`src/rtl/net_sched_pkg.sv`:
```
// Shared types and helpers for the NIC transmit scheduler and its rate limiter.
// Round-robin picking is kept here so the RX side can reuse the same fairness rule.
package net_sched_pkg;

   typedef enum logic {
      IDLE = 1'b0,
      BUSY = 1'b1
   } state_t;

   localparam int RLIMIT_W  = 8;
   localparam int MAX_PORTS = 8;

   typedef struct packed {
      logic       hit;
      logic [2:0] idx;
   } rr_pick_t;

   // Scans from the port after lastIdx, wrapping at nPorts; the first requester found wins.
   function automatic rr_pick_t rr_pick(input logic [MAX_PORTS-1:0] valid,
                                        input logic [2:0]           lastIdx,
                                        input int                   nPorts);
      rr_pick_t res;
      int       cand;
      res = '0;
      for (int k = 1; k <= MAX_PORTS; k++) begin
         cand = (int'(lastIdx) + k) % nPorts;
         if (k <= nPorts && !res.hit && valid[cand[2:0]]) begin
            res.hit = 1'b1;
            res.idx = cand[2:0];
         end
      end
      return res;
   endfunction

endpackage

```
`src/rtl/net_rate_limiter.sv`:
```
// Token-bucket beat limiter: a period counter produces refill ticks and each accepted beat
// spends one token. The refill logic runs independently of any output stall.
module net_rate_limiter
   import net_sched_pkg::*;
(
   input  logic                clock,
   input  logic                reset,
   input  logic [RLIMIT_W-1:0] rlimit_inc,
   input  logic [RLIMIT_W-1:0] rlimit_period,
   input  logic [RLIMIT_W-1:0] rlimit_size,
   input  logic                fire,
   output logic                beat_ok
);

   localparam int SUM_W = RLIMIT_W + 2;

   logic [RLIMIT_W-1:0] tokens_q;
   logic [RLIMIT_W-1:0] tokens_d;
   logic [RLIMIT_W-1:0] periodCnt_q;
   logic [RLIMIT_W-1:0] periodCnt_d;
   logic                tick;
   logic [SUM_W-1:0]    tokenSum;

   // The >= compare lets a lowered period take effect at once instead of waiting for a wrap.
   always_comb begin
      tick        = (periodCnt_q >= rlimit_period);
      periodCnt_d = tick ? '0 : periodCnt_q + RLIMIT_W'(1);
      tokenSum    = {2'b00, tokens_q} - {{(SUM_W-1){1'b0}}, fire}
                    + (tick ? {2'b00, rlimit_inc} : {SUM_W{1'b0}});
      tokens_d    = (tokenSum > {2'b00, rlimit_size}) ? rlimit_size : tokenSum[RLIMIT_W-1:0];
   end

   always_ff @(posedge clock or negedge reset) begin
      if (!reset) begin
         tokens_q    <= '0;
         periodCnt_q <= '0;
      end else begin
         tokens_q    <= tokens_d;
         periodCnt_q <= periodCnt_d;
      end
   end

   assign beat_ok = (tokens_q != '0);

endmodule

```
`src/rtl/net_tx_scheduler.sv`:
```
// Packet-granular round-robin mux of N_PORTS requester streams onto one NIC output,
// throttled per beat by a token bucket.
module net_tx_scheduler
   import net_sched_pkg::*;
#(
   parameter int N_PORTS = 4,
   parameter int DATA_W  = 64,
   parameter int IDX_W   = $clog2(N_PORTS)
) (
   input  logic                          clock,
   input  logic                          reset,
   input  logic [N_PORTS-1:0]            in_valid,
   output logic [N_PORTS-1:0]            in_ready,
   input  logic [N_PORTS*DATA_W-1:0]     in_data,
   input  logic [N_PORTS*DATA_W/8-1:0]   in_keep,
   input  logic [N_PORTS-1:0]            in_last,
   output logic                          out_valid,
   input  logic                          out_ready,
   output logic [DATA_W-1:0]             out_data,
   output logic [DATA_W/8-1:0]           out_keep,
   output logic                          out_last,
   input  logic [RLIMIT_W-1:0]           rlimit_inc,
   input  logic [RLIMIT_W-1:0]           rlimit_period,
   input  logic [RLIMIT_W-1:0]           rlimit_size,
   output logic [IDX_W-1:0]              grant_idx,
   output logic                          busy
);

   localparam int KEEP_W = DATA_W / 8;

   state_t                 state_q;
   logic [IDX_W-1:0]       grantIdx_q;
   logic                   busy_q;
   logic                   beatOk;
   logic                   fire;
   logic [MAX_PORTS-1:0]   validPad;
   rr_pick_t               pick;

   assign validPad = MAX_PORTS'(in_valid);
   assign pick     = rr_pick(validPad, 3'(grantIdx_q), N_PORTS);
   assign fire     = out_valid & out_ready;

   // Grant starts at the last port so that port 0 is the first one looked at after reset.
   always_ff @(posedge clock or negedge reset) begin
      if (!reset) begin
         state_q    <= IDLE;
         grantIdx_q <= IDX_W'(N_PORTS - 1);
         busy_q     <= 1'b0;
      end else begin
         case (state_q)
            IDLE: begin
               if (pick.hit) begin
                  grantIdx_q <= IDX_W'(pick.idx);
                  state_q    <= BUSY;
                  busy_q     <= 1'b1;
               end
            end
            BUSY: begin
               if (fire && out_last) begin
                  state_q <= IDLE;
                  busy_q  <= 1'b0;
               end
            end
            default: begin
               state_q <= IDLE;
               busy_q  <= 1'b0;
            end
         endcase
      end
   end

   // Zero-latency passthrough from the locked port; a source dropping valid leaves a bubble.
   always_comb begin
      out_valid = 1'b0;
      out_data  = '0;
      out_keep  = '0;
      out_last  = 1'b0;
      in_ready  = '0;
      if (state_q == BUSY) begin
         out_valid            = in_valid[grantIdx_q] & beatOk;
         out_data             = in_data[int'(grantIdx_q)*DATA_W +: DATA_W];
         out_keep             = in_keep[int'(grantIdx_q)*KEEP_W +: KEEP_W];
         out_last             = in_last[grantIdx_q];
         in_ready[grantIdx_q] = out_ready & beatOk;
      end
   end

   net_rate_limiter u_rate_limiter (
      .clock         (clock),
      .reset         (reset),
      .rlimit_inc    (rlimit_inc),
      .rlimit_period (rlimit_period),
      .rlimit_size   (rlimit_size),
      .fire          (fire),
      .beat_ok       (beatOk)
   );

   assign grant_idx = grantIdx_q;
   assign busy      = busy_q;

endmodule

```
`config.mk`:
```
export PLATFORM = sky130hd
export DESIGN_NAME = net_tx_scheduler
export DESIGN_NICKNAME = d
export VERILOG_FILES = /design/src/rtl/net_sched_pkg.sv /design/src/rtl/net_rate_limiter.sv /design/src/rtl/net_tx_scheduler.sv
export SDC_FILE = /design/constraint.sdc
export NUM_CORES = 1
export LEC_CHECK = 0
export CORE_AREA = 3 3 156 158
export CTS_BUF_LIST = sky130_fd_sc_hd__clkbuf_8
export CTS_CLUSTER_DIAMETER = 60
export DETAILED_ROUTE_END_ITERATION = 8
export DIE_AREA = 0 0 159 161
export PLACE_DENSITY = 0.62
export SYNTH_ARGS = -nofsm -noshare
export SYNTH_HDL_FRONTEND = slang
export SYNTH_SLANG_ARGS = --single-unit
```
`constraint.sdc`:
```
create_clock -name clock -period 5.69 [get_ports clock]
set_input_delay 0.569 -clock clock [delete_from_list [all_inputs] [get_ports clock]]
set_output_delay 0.569 -clock clock [all_outputs]
set_load 0.1 [all_outputs]
```
==> results of run 1 <==
## worst max-delay path, stage by stage, from the launching register on
cell	delay, ns
dfrtp_1	0.42
nor4_2	0.36
nand2b_1	0.14
or4_1	0.45
and3_1	0.26
and2_1	0.19
ha_1	0.20
ha_1	0.24
xor2_1	0.19
ha_1	0.34
nor2b_1	0.16
o211ai_1	0.26
nand2_1	0.10
a21oi_1	0.18
xnor2_1	0.11
ha_1	0.30
nand2_1	0.05
nor2_1	0.13
a21oi_1	0.08
a32o_1	0.24
o311ai_4	0.16
mux2_2	0.40
## routing by layer
metal  vias to the layer above  share of wire  wire length (um)
li1                       2240              -                 -
met1                      2301           0.40              9080
met2                       223           0.46             10500
met3                        12           0.12              2820
met4                         0         0.0086               193
met5                         -              0                 0
## state kept, by name (all words and copies together), names as in the netlist, named ones only
| register | flops |
|---|---|
| u_rate_limiter.tokens_q | 8 |
| state_q | 1 |
| u_rate_limiter.periodCnt_q | 8 |
| grant_idx | 1 |
| busy | 1 |
## path summary, 6_finish.rpt
check                                                     end  slack [ns]  cells after the start
min in group asynchronous          u_rate_limiter.tokens_q[5]        0.83                      1
worst min register to register  u_rate_limiter.periodCnt_q[0]        0.49                      1
max in group asynchronous                             state_q        4.22                      1
worst min-delay path            u_rate_limiter.periodCnt_q[0]        0.49                      1
worst max register to register     u_rate_limiter.tokens_q[6]        0.63                     21
worst max-delay path               u_rate_limiter.tokens_q[6]        0.63                     21
## layout make-up
type | instances | area, um^2
fillers | 2380 | 14600
repair buffers | 409 | 4080
multi-input cells | 315 | 3450
flip-flops and latches | 20 | 512
well taps | 319 | 399
inverters | 27 | 101
clock buffers | 3 | 41.3
clock inverters | 1 | 30.0
diodes | 2 | 5.00
## through the flow
stage | std cells | instance area (um^2) | utilization
floorplan | 389 | 4170 | -
global placement | 1090 | 8540 | 0.367
detailed placement | 1090 | 8540 | 0.367
CTS | 1094 | 8610 | 0.370
global route | 1096 | 8620 | 0.370
finish | 1096 | 8620 | 0.370
## layout by cell type (no fill, tap or decap), types with 2 or more instances in the layout
master and instances:
clkdlybuf4s50_1 403, and2_1 87, mux4_2 75, ha_1 31
inv_1 27, nor2_1 24, dfrtp_1 17, xnor2_1 12
nand2_1 11, o21ai_0 10, mux2_2 8, xor2_1 7
buf_4 6, a21oi_1 5, and3_1 5, a21o_1 4
a221oi_1 4, nand2b_1 3, nand3_1 3, nor2b_1 3
o211ai_1 3, clkbuf_8 3, diode_2 2, o21a_1 2
a211oi_1 2, mux2i_1 2, dfstp_4 2
## cells by family (layout without fill, tap and decap cells)
kind of cell / Yosys count / count (layout)
and+or+nand+nor: 142 / 142
DFF: 20 / 20
AOI/OAI and AO/OA: 37 / 37
adders and majority gates: 32 / 32
buffers and inverters: 54 / 440
xor gates and xnor gates: 19 / 19
other: 0 / 2
muxes: 85 / 85
==> out/summary.txt, run 1 <==
Via count -> 4776
Net Count, Synth -> 744
Largest net degree at the start of global routing -> 79
Register area share after synthesis -> 0.121
Max Cap Violations -> 0
Post-cts gate resize count -> 0
Outcome -> finished, final reports clean
Period utilization -> 0.889
Hold_ws -> 0.491 ns
EDFF count, synth -> 0
RD Place Congestion -> 0.814
CTS tree -> built
FF+latch count, synth -> 20
CTS Hold Bufs -> 0
Drc violations -> 0
GR Overflow Total -> 0
Skew-Pair Late Insertion Delay -> 0.26 ns
Initial Util -> 0.179
Post-synthesis async set-or-reset flop share -> 1.00
I/O Buffers -> 403
Slew margin rel. -> 0.207
Row cnt -> 56
Core outline area -> 0.0233 mm^2
Leading area contributor after synthesis -> mux4_2
Yosys warns -> 0
Final Net Count -> 1131
Startpoint types -> register
Most frequent cell after synthesis -> and2_1
Worst slew pin tran -> 1.19 ns
Fmax -> 0.198 GHz
Worst EP required -> 5.84 ns
Setup slack after layout -> 0.632 ns
Drt pass-1 iters -> 4
Antenna-violating nets left -> 0
Worst flop-to-flop path startpoint -> u_rate_limiter.tokens_q[4]
Chip height -> 161 um
Initial antenna violation count -> 3
Post-synthesis cell count -> 389
Met3 Use GR -> 0.0859
# setup viols final -> 0
Post-synthesis share of cell area spent on xor and xnor gates -> 0.0399
Dpl ws -> 0.547 ns
Unrepaired setup endpoints after global routing -> no
Die extent in x -> 159 um
Critical hold path startpoint -> u_rate_limiter.periodCnt_q[0]
Area share of fa/ha/maj cells after synthesis -> 0.0979
M2 GR Usage -> 0.268
Main combinational cell family by area after synthesis -> multiplexers
Hold Path Class -> register to register
Routed wire per std cell -> 20.6 um
Worst Clk Skew -> 0.00820 ns
CP Capture Type -> register
Root buffer cell -> clkbuf_8
Clock transition at path regs -> 0.08 ns
P&R area growth vs syn -> 107%
Slew Limit Fails -> 0
Final wirelength -> 22600 um
Crit path time final -> 5.06 ns
Avg Vias per Cell -> 4.36
Crit path from -> u_rate_limiter.tokens_q[4]
Synth Area in Simple Gates -> 0.194
HPWL after DPL -> 19300 um
Iter 0 DRT Violations -> 199
# H-tree levels -> 1
Synth cell types -> 39
Mux contribution to synthesized area -> 0.432
Post-synthesis compound-gate area fraction -> 0.0645
TritonCTS Buffers -> 3
Met1 Use GR -> 0.207
Post-synth top area share -> 0.405
Total Routing Usage GR -> 0.166
Layout cells sized above 1 -> 0.128
Gr busiest metal -> met2
Syn_area_per_cell -> 10.7 um^2
Global-route wire length before repair -> 32700 um
Peak fanout along the critical path -> 8
# IOs -> 404
Synth Flop Type -> dfrtp_1
Synth top cells by count -> and2_1 (87), mux4_2 (75), ha_1 (31), inv_1 (27), nor2_1 (24)
Clock sinks -> 20
Vias in the first global route -> 5060
WP data arrival -> 5.21 ns
Synthesized area -> 0.00417 mm^2
Final Hold Fails -> 0
Post-CTS setup buffer count -> 0
Die area -> 0.0256 mm^2
Setup TNS -> 0 ns
WS Path Type -> register to register
Top cells by area, synth -> mux4_2 (41%), and2_1 (13%), dfrtp_1 (11%)
CTS Buffer Depth -> 2
Power of run 1 is left out: the tool's default activity adds up to more than one toggle a clock period on the data nets, which glitch-free logic cannot reach.
==> inputs of run 2 (changes only) <==
- GPL_ROUTABILITY_DRIVEN: default -> 0
==> results of run 2 <==
The final DEF is identical to that of run 1; final timing and power are the same.
Power of run 2 is left out for the same reason.
